$ cat src/rtl/matrix_stream_loader_pkg.sv
// Shared definitions for the matrix operand path: default word format,
// frame length, loader state encoding and the flat-bus element offset.
package matrix_stream_loader_pkg;

  localparam int DEF_N     = 32;
  localparam int DEF_Q     = 18;
  localparam int DEF_P     = 4;
  localparam int FRAME_LEN = 2 * DEF_P * DEF_P;

  typedef enum logic {
    LOAD = 1'b0,
    PEND = 1'b1
  } state_t;

  // Bit offset of element (row, col) in a row-major flat P*P*N bus.
  function automatic int elem_offset(input int row, input int col,
                                     input int p, input int n);
    return (row * p + col) * n;
  endfunction

endpackage

$ cat src/rtl/matrix_stream_loader.sv
// Serial-to-parallel operand loader: collects one A/B frame into a shadow
// buffer and hands it to the output slot with a valid/ready handshake.
module matrix_stream_loader
  import matrix_stream_loader_pkg::*;
#(
  parameter int N           = DEF_N,
  parameter int Q           = DEF_Q,
  parameter int P           = DEF_P,
  parameter int TRANSPOSE_B = 0
) (
  input  logic               clk,
  input  logic               reset,
  input  logic [N-1:0]       s_data,
  input  logic               s_valid,
  input  logic               s_first,
  output logic               s_ready,
  output logic [P*P*N-1:0]   A,
  output logic [P*P*N-1:0]   B,
  output logic               m_valid,
  input  logic               m_ready,
  output logic               frame_err
);

  localparam int PP = P * P;
  localparam int FL = 2 * PP;
  localparam int IW = $clog2(FL);

  // Q describes the word format for downstream users only; words pass through untouched.
  if (Q >= N) begin : g_fraction_only_words
  end

  state_t            state, state_nx;
  logic [IW-1:0]     idx, idx_nx, widx;
  logic [PP*N-1:0]   sh_a, sh_b, sh_a_nx, sh_b_nx;
  logic              accept, restart, last, copy;
  int                k, r, c;

  assign s_ready = (state == LOAD);
  assign accept  = s_valid && s_ready;
  assign restart = accept && s_first && (idx != '0);
  assign widx    = restart ? '0 : idx;
  assign last    = accept && (int'(widx) == FL - 1);
  assign copy    = ((state == LOAD) && last && (!m_valid || m_ready)) ||
                   ((state == PEND) && m_ready);

  // Shadow write: the final word is merged here so a same-edge copy sees it.
  always_comb begin
    sh_a_nx = sh_a;
    sh_b_nx = sh_b;
    k = 0;
    r = 0;
    c = 0;
    if (accept) begin
      if (int'(widx) < PP) begin
        sh_a_nx[elem_offset(int'(widx) / P, int'(widx) % P, P, N) +: N] = s_data;
      end else begin
        k = int'(widx) - PP;
        r = k / P;
        c = k % P;
        if (TRANSPOSE_B != 0)
          sh_b_nx[elem_offset(c, r, P, N) +: N] = s_data;
        else
          sh_b_nx[elem_offset(r, c, P, N) +: N] = s_data;
      end
    end
  end

  always_comb begin
    state_nx = state;
    idx_nx   = idx;
    case (state)
      LOAD: begin
        if (accept) begin
          idx_nx = last ? '0 : widx + IW'(1);
          if (last && m_valid && !m_ready)
            state_nx = PEND;
        end
      end
      PEND: begin
        if (m_ready) begin
          state_nx = LOAD;
          idx_nx   = '0;
        end
      end
      default: state_nx = LOAD;
    endcase
  end

  always_ff @(posedge clk) begin
    if (reset) begin
      state     <= LOAD;
      idx       <= '0;
      m_valid   <= 1'b0;
      frame_err <= 1'b0;
      sh_a      <= '0;
      sh_b      <= '0;
      A         <= '0;
      B         <= '0;
    end else begin
      state     <= state_nx;
      idx       <= idx_nx;
      sh_a      <= sh_a_nx;
      sh_b      <= sh_b_nx;
      frame_err <= restart;
      if (copy) begin
        A       <= sh_a_nx;
        B       <= sh_b_nx;
        m_valid <= 1'b1;
      end else if (m_ready) begin
        m_valid <= 1'b0;
      end
    end
  end

endmodule

$ cat config.mk
export PLATFORM = sky130hd
export DESIGN_NAME = matrix_stream_loader
export DESIGN_NICKNAME = d
export VERILOG_FILES = /design/src/rtl/matrix_stream_loader_pkg.sv /design/src/rtl/matrix_stream_loader.sv
export SDC_FILE = /design/constraint.sdc
export NUM_CORES = 2
export LEC_CHECK = 0
export ABC_AREA = 1
export CAP_MARGIN = 20
export CORE_AREA = 2 2 413 415
export CTS_CLUSTER_SIZE = 20
export DETAILED_ROUTE_END_ITERATION = 8
export DIE_AREA = 0 0 415 417
export PLACE_DENSITY = 0.74
export SLEW_MARGIN = 20
export SYNTH_ARGS = -nofsm -noshare
export SYNTH_HDL_FRONTEND = slang
export SYNTH_SLANG_ARGS = --single-unit
$ cat constraint.sdc
create_clock -name clk -period 6.2 [get_ports clk]
set_input_delay 1.86 -clock clk [delete_from_list [all_inputs] [get_ports clk]]
set_output_delay 1.86 -clock clk [all_outputs]
set_load 0.02 [all_outputs]
# Word level (Yosys, flattened, before mapping)
# Index checks and enable logic that the tools add are counted.
word_totals:
  regBits: 2056
  wordCells: 59
  in_bits: 37
op_classes:
  n_bitwise: 2
  magnitude_cmp: 1
  eq_ne: 3
  muxes: 17
  shift: 4
  add_sub_neg: 7
  reduce_logical: 17
op_table:
  columns: ["op", "count"]
  rows:
  - ["2-to-1 mux 512 bit", 4]
  - ["bitwise mux 512 bit", 2]
  - ["variable shift 32 x 33 -> 512 bit, first input constant", 2]
  - ["indexed part select 32 x 33 -> 512 bit", 2]
  - ["negation 11 -> 33 bit", 1]
  - ["negation 32 -> 33 bit", 1]
  - ["adder 27 x 3 -> 27 bit", 1]
  - ["adder 25 x 1 -> 25 bit", 1]
  - ["2-to-1 mux 5 bit", 4]
  - ["case mux 5 bit (2 select lines)", 1]
  - ["logical AND 1 bit", 9]
  - ["adder 5 x 2 -> 6 bit", 1]
  - ["subtractor 5 x 5 -> 6 bit, second input constant", 1]
  - ["adder 5 x 1 -> 5 bit, second input constant", 1]
  - ["== test 5 x 1 -> 1 bit, second input constant", 1]
  - ["less-than comparator 5 bit, second input constant", 1]
  - ["2-to-1 mux 1 bit", 5]
  - ["nonzero test 5 bit", 1]
  - ["logical NOT 1 bit", 2]
  - ["logical OR 1 bit", 2]
  - ["!= test 2 x 1 -> 1 bit, second input constant", 1]
  - ["!= test 2 bit, second input constant", 1]
  - ["case mux 1 bit (2 select lines)", 1]
  - ["AND reduction 2 bit", 1]
  - ["other kinds (4)", 4]

# Longest topological paths before layout
depth:
  depth_word: 15
  depth_mapped: 28
  mapped_depth_nobuf: 25

# Worst setup path after synthesis
# OpenSTA, ideal clock, no wires.
synth_path:
  kind: "input to register"
  startpoint: "input s_first"
  endpoint: "register B[407]"
  t_required_ps: 6072
  arrival_ps: 4977
  n_path_buf: 3
  stages: 23
  slack_ps: 1094
  setup_time_ps: 128
  cell_sequence: "nand3_4 -> inv_1 -> nand2_2 -> nand2_4 -> clkbuf_1 -> buf_2 -> ha_1 -> nand2_2 -> inv_1 -> ha_1 -> inv_1 -> ha_1 -> nor2_1 -> nor2_1 -> nor3_1 -> nand2_1 -> nor2_1 -> nand3_2 -> nor2_1 -> nand2_1 -> clkbuf_1 -> o21ai_0 -> a21oi_1"
synth_between:
  elab_chain_len: 13
  elab_cells_between_ends: 20
  cone_classes: "add/sub: 4; order compare: 1; eq/ne: 1; shift: 2; mux: 4; bitwise: 1; reduce/logical: 7"
synth_rtl:
  columns: ["item", "line_no", "source"]
  rows:
  - ["start: declaration", "matrix_stream_loader.sv:15", "input logic s_first,"]
  - ["logical AND 1 bit (*) (2 in series)", "matrix_stream_loader.sv:40", "assign restart = accept && s_first && (idx != '0);"]
  - ["2-to-1 mux 5 bit (*)", "matrix_stream_loader.sv:41", "assign widx = restart ? '0 : idx;"]
  - ["subtractor 5 x 5 -> 6 bit", "matrix_stream_loader.sv:57", "k = int'(widx) - PP;"]
  - ["OR reduction 2 bit (no line)", null, null]
  - ["AND 1 bit (no line)", null, null]
  - ["adder 25 x 1 -> 25 bit (no line)", null, null]
  - ["adder 27 x 3 -> 27 bit", "matrix_stream_loader_pkg.sv:18", "return (row * p + col) * n;"]
  - ["negation 32 -> 33 bit", "matrix_stream_loader.sv:63", "sh_b_nx[elem_offset(r, c, P, N) +: N] = s_data;"]
  - ["indexed part select 32 x 33 -> 512 bit / variable shift 32 x 33 -> 512 bit (equally long branches)", "matrix_stream_loader.sv:63", null]
  - ["bitwise mux 512 bit", "matrix_stream_loader.sv:63", null]
  - ["2-to-1 mux 512 bit", "matrix_stream_loader.sv:54", "if (int'(widx) < PP) begin"]
  - ["2-to-1 mux 512 bit", "matrix_stream_loader.sv:53", "if (accept) begin"]
  - ["end signal: assignment", "matrix_stream_loader.sv:107", "B <= sh_b_nx;"]
  - ["end: declaration", "matrix_stream_loader.sv:18", "output logic [P*P*N-1:0] B,"]
# Every way passes the cells marked *; elsewhere a longest branch is shown, timed or not.
# A chain may end at the register's enable or synchronous reset.

# Final worst setup path
layout_path:
  startpoint: "input s_valid"
  endpoint: "register B[110]"
layout_between:
  elab_chain_len: 14
  elab_cells_between_ends: 21
  cone_classes: "add/sub: 4; order compare: 1; eq/ne: 1; shift: 2; mux: 4; bitwise: 1; reduce/logical: 8"
layout_rtl:
  columns: ["item", "line_no", "source"]
  rows:
  - ["start: declaration", "matrix_stream_loader.sv:14", "input logic s_valid,"]
  - ["logical AND 1 bit (*)", "matrix_stream_loader.sv:39", "assign accept = s_valid && s_ready;"]
  - ["logical AND 1 bit (2 in series)", "matrix_stream_loader.sv:40", null]
  - ["2-to-1 mux 5 bit", "matrix_stream_loader.sv:41", null]
  - ["subtractor 5 x 5 -> 6 bit", "matrix_stream_loader.sv:57", null]
  - ["OR reduction 2 bit (no line)", null, null]
  - ["AND 1 bit (no line)", null, null]
  - ["adder 25 x 1 -> 25 bit (no line)", null, null]
  - ["adder 27 x 3 -> 27 bit", "matrix_stream_loader_pkg.sv:18", null]
  - ["negation 32 -> 33 bit", "matrix_stream_loader.sv:63", null]
  - ["indexed part select 32 x 33 -> 512 bit / variable shift 32 x 33 -> 512 bit (equally long branches)", "matrix_stream_loader.sv:63", null]
  - ["bitwise mux 512 bit", "matrix_stream_loader.sv:63", null]
  - ["2-to-1 mux 512 bit", "matrix_stream_loader.sv:54", null]
  - ["2-to-1 mux 512 bit", "matrix_stream_loader.sv:53", null]
# Marks and branches as above.

==> flow_summary.ini <==
[power_and_ir_drop]
powerDensity_nw_per_um2 = 279.0
p_leak_nw = 39.66
ir_worst_vdd_mv = 0.3182

[synth]
synth_area_leaders = dfxtp_1 53%, nor2_1 8.0%, nand2_1 8.0%
yosys-top-cells-count = 2056 x dfxtp_1, 1639 x nor2_1, 1635 x nand2_1
postSynthAreaPerCell_sq_um = 7.533
ys.flop_type = dfxtp_1
synthArstFlopShare_pct = 0
synth_fp_nets = 10289
synth.largest_area_cell = dfxtp_1
synth_edf_count = 0
synthCells = 10238
synthDistinctLibCells = 42
synth_area_sq_um = 77120
yosysMostFrequentCell = dfxtp_1
yosysTopAreaCellShare_pct = 53.37
synth_seq_cells = 2056
yosys_warnings = 0
synth-seq-area-share_pct = 53.37

[place]
io_buffers = 1063
routabilityCongestion = 0.9244
dpl_cell_area_sq_um = 89920
dpl.hpwl_mm = 218.2

[clock_tree]
cts_buffers = 206
ctsHoldBuffers = 0
clockBufferDepth = 3
htreeDepth = 4
cts_root_buffer = clkbuf_16
cts.sinks = 2056
tritoncts = built
clkLatencyLatePin_ps = 880
cts_resized = 0
post-cts-setup-buffers = 0
clkTransAtPathRegs_ps = 60

[sta]
setup_violations = 0
hold_viol_final = 0
max_freq_mhz = 184.2
fin_crit_ps = 5427
clock_skew_ps = 40.76
worstMarginPinSlew_ps = 1142
fin_setup_tns_ps = 0
rsz0062_at_grt = no
finalCritPeriodShare_pct = 87.54
report.final.slew_viol_count = 0
slew_headroom_pct = 23.89

[drt]
drc = 0
first_pass_iters = 7
drt-wirelength-per-cell_microns = 23.27
wirelength_mm = 311.2
drt-vias-per-instance = 5.454
ant_nets = 0
drt_iter0_markers = 8006
num_vias = 72926

[setup_path]
crit_required_ps = 7000
cp-startpoint = s_valid
crit_path_end_kind = flip-flop
crit_arrival_ps = 6220
ff2ff_path_depth = 17
rrSetupSlack_ps = 1660
path_max_fanout = 53
timing.rr.start = state
cp-start-kind = primary input
regToRegEndpoint = B[110]
critical_path_class = in2reg

[hold_path]
min_path_type = reg2reg
hold_end = sh_b[474]
whs_path_depth = 2
hp-start = sh_b[474]

[global_route]
grt_pass1_wl_mm = 445.5
grt_pass1_vias = 66920
grt_overflow_total = 0
track_usage_pct = 34.35
antenna_found_initial = 6
grt_max_degree = 224

[floorplan]
num_rows = 151
die_w_microns = 415
core-area_sq_um = 168500
die_area_sq_um = 173100
io_pins = 1064
die_h_microns = 417
start_util_pct = 45.76

[layout]
final_util_pct = 57.56
design_area_sq_um = 97000
drive_above_1_share_pct = 5.623
nets = 11028
area_delta_synth_final_pct = 25.77

[status]
status = finished, final reports clean

[flow_run]
cap_violations = 0
-- cell usage in the layout, fill, tap and decap left out, types with 55 or more instances in the layout --
cell | synthesis | final
o211ai_1 | 136 | 136
nand3_1 | 387 | 387
clkdlybuf4s50_1 | 0 | 1062
clkbuf_16 | 0 | 206
buf_4 | 7 | 158
nand4_1 | 207 | 207
a21oi_1 | 864 | 864
inv_1 | 1083 | 1081
o21ai_1 | 96 | 95
o21ai_0 | 1221 | 1221
dfxtp_1 | 2056 | 2056
nor2_1 | 1639 | 1632
buf_12 | 0 | 55
nand2_1 | 1635 | 1630
-- critical path: stages --
cell and delay, ps:
clkdlybuf4s50_1 530, nand3_4 170, inv_1 100, nand2_2 110, nand2_1 180, ha_4 170
inv_1 40, nand2_1 90, nand2_4 90, buf_4 230, nor2_1 120, buf_4 240
clkinv_2 770, nor2_1 950, o21ai_0 270, nand2_1 100, o211ai_1 80, inv_1 70
-- metrics by stage --
stage	power (W)	setup WS [ps]	instances	hold WS, ps
final	0.02707	772.5	13372	468.8
after global routing	0.02772	571.5	13370	485.5
after CTS	0.02713	947.0	13368	470.1
after detailed placement	0.01441	79.16	12987	460.6
after global placement	0.01441	50.17	12987	455.0
after floorplan	0.01396	1094	10238	446.5
-- report_power, final --
group | switching, W | internal, W | leakage (nW)
Clock | 0.00554 | 0.00739 | 3.47
Sequential | 0.00000519 | 0.0132 | 16.6
Combinational | 0.000780 | 0.000132 | 19.6
Total | 0.00632 | 0.0207 | 39.7
-- worst max-delay path by stage --
stage / to / depth (start not counted)
after floorplan: B[407] / 23
after global placement: B[131] / 21
after detailed placement: B[137] / 21
after CTS: B[137] / 21
after global routing: B[141] / 21
final: B[110] / 18
-- layer usage --
layer | GRT usage [%] | up-vias | part of all wire [%]
met2 | 52.62 | 3560 | 44
li1 | - | 34181 | -
met5 | 0 | - | 0.011
met4 | 30.09 | 6 | 10
met3 | 7.684 | 894 | 8.3
met1 | 40.66 | 34285 | 38
-- sequential cells by signal, indices dropped and copies added (netlist names) --
| register | count |
|---|---|
| m_valid | 1 |
| sh_b | 512 |
| state | 1 |
| A | 512 |
| sh_a | 512 |
| frame_err | 1 |
| B | 512 |
| idx | 5 |
-- cell type report --
cell class | instances | area [sq um]
fill | 15183 | 71530
clock buffer | 304 | 6013
inverter | 1106 | 4182
multi-input combinational | 6331 | 28870
tap | 2218 | 2775
sequential | 2056 | 41160
timing repair buffer | 1276 | 12930
antenna | 4 | 10.01
clock inverter | 77 | 1059
-- cell families (layout without fill, tap and decap cells) --
logic type               after synthesis  count (layout)  synth area share, %
other                                  0               4                    0
AO/OA/AOI/OAI                       2325            2325                15.58
AND/OR/NAND/NOR                     3956            3956                20.99
flip-flops                          2056            2056                53.37
buffers and inverters               1851            2763                9.364
adder cells (fa/ha/maj)               14              14               0.2271
multiplexers                          36              36               0.4672
(Power assumes the default switching activity.)
